## src/rtl/alu_seq_arbiter_pkg.sv

```systemverilog
// Shared types and constants for the two-requester sequential ALU arbiter.
package alu_seq_arbiter_pkg;

  localparam int unsigned DATA_W  = 16;
  localparam int unsigned NUM_REQ = 2;
  localparam int unsigned OP_W    = 2;
  localparam int unsigned FLAG_W  = 5;

  localparam int unsigned FLAG_V = 4;
  localparam int unsigned FLAG_C = 3;
  localparam int unsigned FLAG_N = 2;
  localparam int unsigned FLAG_Z = 1;
  localparam int unsigned FLAG_P = 0;

  typedef enum logic [1:0] {
    OP_ADD  = 2'b00,
    OP_SUB  = 2'b01,
    OP_CMP  = 2'b10,
    OP_PASS = 2'b11
  } op_e;

  typedef enum logic [1:0] {
    ST_IDLE  = 2'b00,
    ST_PASS1 = 2'b01,
    ST_PASS2 = 2'b10,
    ST_RESP  = 2'b11
  } state_e;

  // Captured request: owner, opcode and operands.
  typedef struct packed {
    logic              id;
    op_e               op;
    logic [DATA_W-1:0] a;
    logic [DATA_W-1:0] b;
  } txn_t;

  function automatic logic even_parity(input logic [DATA_W-1:0] v);
    return ~^v;
  endfunction

endpackage

```

## src/rtl/alu_seq_arbiter_cla.sv

```systemverilog
// 16-bit carry-look-ahead adder: 4-bit lookahead groups, group carries chained.
module alu_seq_arbiter_cla
  import alu_seq_arbiter_pkg::*;
(
  input  logic [DATA_W-1:0] a_i,
  input  logic [DATA_W-1:0] b_i,
  output logic [DATA_W-1:0] sum_o,
  output logic              cout_o
);

  logic [DATA_W-1:0] g;
  logic [DATA_W-1:0] p;
  logic [DATA_W:0]   c;

  always_comb begin
    g = a_i & b_i;
    p = a_i ^ b_i;
    c = '0;
    for (int k = 0; k < 16; k += 4) begin
      c[k+1] = g[k] | (p[k] & c[k]);
      c[k+2] = g[k+1] | (p[k+1] & g[k]) | (p[k+1] & p[k] & c[k]);
      c[k+3] = g[k+2] | (p[k+2] & g[k+1]) | (p[k+2] & p[k+1] & g[k])
             | (p[k+2] & p[k+1] & p[k] & c[k]);
      c[k+4] = g[k+3] | (p[k+3] & g[k+2]) | (p[k+3] & p[k+2] & g[k+1])
             | (p[k+3] & p[k+2] & p[k+1] & g[k])
             | (p[k+3] & p[k+2] & p[k+1] & p[k] & c[k]);
    end
    sum_o  = p ^ c[DATA_W-1:0];
    cout_o = c[DATA_W];
  end

endmodule

```

## src/rtl/alu_seq_arbiter.sv

```systemverilog
// Round-robin arbiter for two requesters sharing one adder; SUB/CMP take a
// second pass that adds the +1 of the two's complement.
module alu_seq_arbiter
  import alu_seq_arbiter_pkg::*;
#(
  parameter int unsigned N = DATA_W
) (
  input  logic                   clk,
  input  logic                   rst_n,
  input  logic [NUM_REQ-1:0]     req_valid,
  output logic [NUM_REQ-1:0]     req_ready,
  input  logic [NUM_REQ*OP_W-1:0] req_op,
  input  logic [NUM_REQ*N-1:0]   req_a,
  input  logic [NUM_REQ*N-1:0]   req_b,
  output logic                   rsp_valid,
  input  logic                   rsp_ready,
  output logic                   rsp_id,
  output logic [N-1:0]           rsp_result,
  output logic [FLAG_W-1:0]      rsp_flags
);

  state_e            state_q, state_d;
  txn_t              txn_q, txn_d;
  logic              rr_q, rr_d;
  logic              live_q, live_d;
  logic [N-1:0]      acc_q, acc_d;
  logic              c1_q, c1_d, c2_q, c2_d;
  logic              rsp_valid_q, rsp_valid_d;
  logic              rsp_id_q, rsp_id_d;
  logic [N-1:0]      rsp_result_q, rsp_result_d;
  logic [FLAG_W-1:0] rsp_flags_q, rsp_flags_d;

  logic [N-1:0]      add_a_c, add_b_c, add_sum_c;
  logic              add_cout_c;
  logic              grant_c;
  logic              is_sub_c;
  logic              b_msb_c;
  logic [FLAG_W-1:0] flags_c;

  alu_seq_arbiter_cla u_cla (
    .a_i    (add_a_c),
    .b_i    (add_b_c),
    .sum_o  (add_sum_c),
    .cout_o (add_cout_c)
  );

  // Next-state, adder operand steering and response assembly.
  always_comb begin
    state_d      = state_q;
    txn_d        = txn_q;
    rr_d         = rr_q;
    live_d       = 1'b1;
    acc_d        = acc_q;
    c1_d         = c1_q;
    c2_d         = c2_q;
    rsp_valid_d  = rsp_valid_q;
    rsp_id_d     = rsp_id_q;
    rsp_result_d = rsp_result_q;
    rsp_flags_d  = rsp_flags_q;
    req_ready    = '0;
    add_a_c      = txn_q.a;
    add_b_c      = '0;

    grant_c  = (&req_valid) ? rr_q : req_valid[1];
    is_sub_c = (txn_q.op == OP_SUB) || (txn_q.op == OP_CMP);
    // PASS adds zero, so its overflow term must see a zero B sign.
    b_msb_c  = (txn_q.op == OP_PASS) ? 1'b0 : txn_q.b[N-1];

    flags_c         = '0;
    flags_c[FLAG_V] = is_sub_c ? ((txn_q.a[N-1] ^ b_msb_c) & (acc_q[N-1] ^ txn_q.a[N-1]))
                               : (~(txn_q.a[N-1] ^ b_msb_c) & (acc_q[N-1] ^ txn_q.a[N-1]));
    flags_c[FLAG_C] = c1_q | c2_q;
    flags_c[FLAG_N] = acc_q[N-1];
    flags_c[FLAG_Z] = (acc_q == '0);
    flags_c[FLAG_P] = even_parity(acc_q);

    case (state_q)
      ST_IDLE: begin
        if (live_q && (|req_valid)) begin
          req_ready[grant_c] = 1'b1;
          txn_d.id = grant_c;
          txn_d.op = grant_c ? op_e'(req_op[3:2]) : op_e'(req_op[1:0]);
          txn_d.a  = grant_c ? req_a[2*N-1:N] : req_a[N-1:0];
          txn_d.b  = grant_c ? req_b[2*N-1:N] : req_b[N-1:0];
          rr_d     = ~grant_c;
          c2_d     = 1'b0;
          state_d  = ST_PASS1;
        end
      end
      ST_PASS1: begin
        case (txn_q.op)
          OP_ADD:         add_b_c = txn_q.b;
          OP_SUB, OP_CMP: add_b_c = ~txn_q.b;
          OP_PASS:        add_b_c = '0;
        endcase
        acc_d   = add_sum_c;
        c1_d    = add_cout_c;
        state_d = is_sub_c ? ST_PASS2 : ST_RESP;
      end
      ST_PASS2: begin
        add_a_c = acc_q;
        add_b_c = N'(1);
        acc_d   = add_sum_c;
        c2_d    = add_cout_c;
        state_d = ST_RESP;
      end
      ST_RESP: begin
        // First RESP cycle loads the output registers; later cycles wait for the consumer.
        if (!rsp_valid_q) begin
          rsp_valid_d  = 1'b1;
          rsp_id_d     = txn_q.id;
          rsp_result_d = (txn_q.op == OP_CMP) ? txn_q.a : acc_q;
          rsp_flags_d  = flags_c;
        end else if (rsp_ready) begin
          rsp_valid_d = 1'b0;
          state_d     = ST_IDLE;
        end
      end
    endcase
  end

  always_ff @(posedge clk or negedge rst_n) begin
    if (!rst_n) begin
      state_q      <= ST_IDLE;
      txn_q        <= '0;
      rr_q         <= 1'b0;
      live_q       <= 1'b0;
      acc_q        <= '0;
      c1_q         <= 1'b0;
      c2_q         <= 1'b0;
      rsp_valid_q  <= 1'b0;
      rsp_id_q     <= 1'b0;
      rsp_result_q <= '0;
      rsp_flags_q  <= '0;
    end else begin
      state_q      <= state_d;
      txn_q        <= txn_d;
      rr_q         <= rr_d;
      live_q       <= live_d;
      acc_q        <= acc_d;
      c1_q         <= c1_d;
      c2_q         <= c2_d;
      rsp_valid_q  <= rsp_valid_d;
      rsp_id_q     <= rsp_id_d;
      rsp_result_q <= rsp_result_d;
      rsp_flags_q  <= rsp_flags_d;
    end
  end

  assign rsp_valid  = rsp_valid_q;
  assign rsp_id     = rsp_id_q;
  assign rsp_result = rsp_result_q;
  assign rsp_flags  = rsp_flags_q;

endmodule

```

## config.mk

```make
export PLATFORM = sky130hd
export DESIGN_NAME = alu_seq_arbiter
export DESIGN_NICKNAME = d
export VERILOG_FILES = /design/src/rtl/alu_seq_arbiter_pkg.sv /design/src/rtl/alu_seq_arbiter_cla.sv /design/src/rtl/alu_seq_arbiter.sv
export SDC_FILE = /design/constraint.sdc
export NUM_CORES = 1
export LEC_CHECK = 0
export ABC_AREA = 1
export CELL_PAD_IN_SITES_DETAIL_PLACEMENT = 1
export CELL_PAD_IN_SITES_GLOBAL_PLACEMENT = 1
export CORE_MARGIN = 2
export CORE_UTILIZATION = 38
export DETAILED_ROUTE_END_ITERATION = 10
export PLACE_DENSITY_LB_ADDON = 0.1
export SYNTH_ARGS = -nofsm -noshare
export SYNTH_HDL_FRONTEND = slang
export SYNTH_HIERARCHICAL = 1
export SYNTH_SLANG_ARGS = --single-unit
```

## constraint.sdc

```tcl
create_clock -name clk -period 3.5 [get_ports clk]
set_input_delay 0.875 -clock clk [delete_from_list [all_inputs] [get_ports clk]]
set_output_delay 0.875 -clock clk [all_outputs]
set_load 0.03 [all_outputs]
```

==> results.md <==
- Worst EP required: 3.72 ns
- Crit path launch: txn_q[32]
- Fin crit period: 3.230 ns
- Async SR Flop Fraction: 100.0%
- Hold Startpoint: rsp_flags[0]
- CTS tree: built
- Initial core utilization: 39.37%
- Worst slew margin: 28.00%
- Number of synthesized flops with an enable pin: 0
- Syn Inst Count: 652
- Final Hold Viols: 0
- Hold_buf cts: 0
- Synth Flop Type: dfrtp_1
- Setup crit start kind: flip-flop
- Skew final: 0.006796 ns
- Setup TNS: 0 ns
- Clock network power share: 16.8%
- Critical Path Fanout Max: 19
- Top cells by count, synth: 194 x nand2_1, 80 x dfrtp_1, 61 x o21ai_0
- Worst Path Arrival: 3.45 ns
- CTS clk-pin slew, worst paths: 0.07 ns
- Sequential share of the synthesized area: 39.97%
- Synth Cell Area: 5009 um2
- RR Startpoint: txn_q[32]
- Crit. End Element: flip-flop
- Sink Count: 80
- Leakage power: 3.100 nW
- Pint: 3.292 mW
- Synthesized area per cell: 7.682 um2
- Highest Clock Rate: 0.3096 GHz
- GRT overflow: 0
- Initial DRC Count: 211
- HPWL Detailed: 11,300 um
- Syn nets: 761
- Reg power frac: 26.5%
- Worst r2r dst: acc_q[13]
- Area delta synth->final: 28.05%
- Hold_ws: 0.4836 ns
- Global-route wire length before repair: 24,080 um
- Worst r2r path cells: 15
- Status: complete, no violations
- Sw Pwr: 2.984 mW
- CP Capture Point: acc_q[13]
- Leading area contributor after synthesis: dfrtp_1
- IO buf count: 97
- Drt wl/cell: 15.84 um
- Number of nets in the layout: 849
- Largest net degree at the start of global routing: 81
- FF-to-FF setup slack: 0.27 ns
- Total Wirelength: 14,520 um
- Share of layout cells above drive strength 1: 7.383%
- Gpl congestion: 0.8256
- Core area: 12,720 um2
- Yosys warning count: 6
- Power Density: 978.5 nW/um2
- DRC: 0
- Root Buffer: clkbuf_16
- Clock Path Buffers: 2
- Switching share of power: 47.54%
- Postcts setup bufs: 0
- Most frequent cell after synthesis: nand2_1
- Routed Antenna Nets: 0
- RSZ-0062 raised after global routing: no
- Via count: 4,570
- H-tree Lvls: 3
- Chip Width: 118.8 um
- Final setup violation count: 0
- Initial antenna violation count: 0
- Peak supply drop: 0.0002832 V
- Flop and latch count out of synthesis: 80
- Vias in the first global route: 4,808
- GRT Util Overall: 21.65%
- Area occupied by multi-input gates: 2616 um2
- Die area: 14,110 um2
- Largest cells by area after synthesis: dfrtp_1 40%, nand2_1 15%, ha_1 8.0%, o21ai_0 6.1%, nand3_1 4.7%
- Fraction of the cycle the final worst path needs: 92.30%
- IO Count: 98
- Fill cells: 1,618
- Logic pwr share: 56.7%
- Die height: 118.8 um
- Unique masters post-synth: 32
- Crit Path Category: flip-flop to flip-flop
- # diodes: 0
- Std-Cell Rows: 41
- Total CTS buffers: 9
- Min-Delay Path Class: flip-flop to flip-flop
- Synth top area share: 39.97%
- Worst-Skew Late Latency: 0.35 ns
- DR pass1 iterations: 4
- Max Slew Vio Count: 0
- Max-cap viol count: 0
- Sequential Area: 2002 um2
- Via-to-Cell Ratio: 4.984
- Worst-Margin Slew: 1.080 ns
critical path, stage by stage, from the launching register on:
cell and delay (ns):
dfrtp_1 0.37, inv_1 0.07, ha_1 0.21, inv_1 0.38, buf_4 0.25, a21oi_1 0.08
a211oi_1 0.40, ha_1 0.36, nand2_1 0.09, nor2_1 0.06, nand2_4 0.07, nand2_4 0.06
fa_1 0.38, xor2_1 0.17, nand2_1 0.07, o21ai_0 0.07
area by class of cell:
class	instances	area share, %
multi-input combinational	488	40.79
clock buffer	9	3.512
sequential	80	31.21
clock inverter	7	1.580
tap	172	3.355
timing repair buffer	107	16.39
inverter	54	3.160
placed cells by master (no fill, tap or decap), types with 2 or more instances in the layout:
master and instances:
clkinvlp_4 2, nor2_1 48, dfrtp_1 80, clkbuf_16 9, a211oi_1 15, buf_4 12
nand4_1 4, nand2_1 193, nand2_2 17, nand2_4 4, a31oi_1 2, inv_1 53
o21ai_1 2, nand3_1 47, ha_1 32, clkdlybuf4s50_1 94, a21oi_1 40, inv_6 3
bufinv_16 2, xor2_1 9, fa_1 4, o21ai_0 59
registers in the layout (all words and copies together) (netlist names):
| register | flops |
|---|---|
| acc_q | 16 |
| state_q | 2 |
| c2_q | 1 |
| rr_q | 1 |
| txn_q | 35 |
| live_q | 1 |
| rsp_id | 1 |
| rsp_valid | 1 |
| c1_q | 1 |
| rsp_result | 16 |
| rsp_flags | 5 |
worst min-delay path by stage:
| stage | to | cells past startpoint |
|---|---|---|
| floorplan | txn_q[0] | 2 |
| global placement | rsp_id | 2 |
| detailed placement | rsp_flags[1] | 2 |
| CTS | rsp_flags[0] | 2 |
| global route | rsp_flags[1] | 2 |
| finish | rsp_flags[0] | 2 |
metrics by stage:
step           cells  worst slack [ns]  area, um2  power (mW)  utilization [%]
3_5_place_dp     901            0.1942       6085       5.213            47.83
5_1_grt          917           0.02726       6414       6.854            50.41
4_1_cts          917            0.1781       6411       6.318            50.39
3_3_place_gp     901            0.3753       6085       5.031            47.83
2_1_floorplan    652            0.3986       5009       4.053                -
6_report         917            0.2696       6414       6.276            50.41
power by group through the flow:
stage	Sequential (mW)	Clock (mW)	Combinational, mW
2_1_floorplan	1.83	0	2.22
3_3_place_gp	1.66	0	3.37
3_5_place_dp	1.68	0	3.53
4_1_cts	1.67	1.08	3.57
5_1_grt	1.72	1.12	4.01
6_report	1.66	1.06	3.56
what timing repair did:
item	CTS	global route
gates resized for setup	0	4
setup endpoints to repair	0	1
endpoints found under the hold margin	0	0
kinds of logic (layout without fill, tap and decap cells):
logic type,count (synthesis),count (layout),synth area share [%]
buf+inv,84,177,7.844
other cells,1,1,0.07487
flops,80,80,39.97
xor+xnor,10,10,1.749
simple gates,318,318,27.25
compound gates,123,123,13.52
fa+ha+maj,36,36,9.593
layer usage:
| metal | vias to the layer above | GRT usage, % | part of all wire [%] |
|---|---|---|---|
| met2 | 71 | 37.57 | 50 |
| met1 | 2193 | 28.00 | 47 |
| met4 | 0 | 6.473 | 1.4 |
| met5 | - | 0 | 0 |
| li1 | 2295 | - | - |
| met3 | 11 | 2.896 | 2.5 |
(Power assumes the default switching activity.)
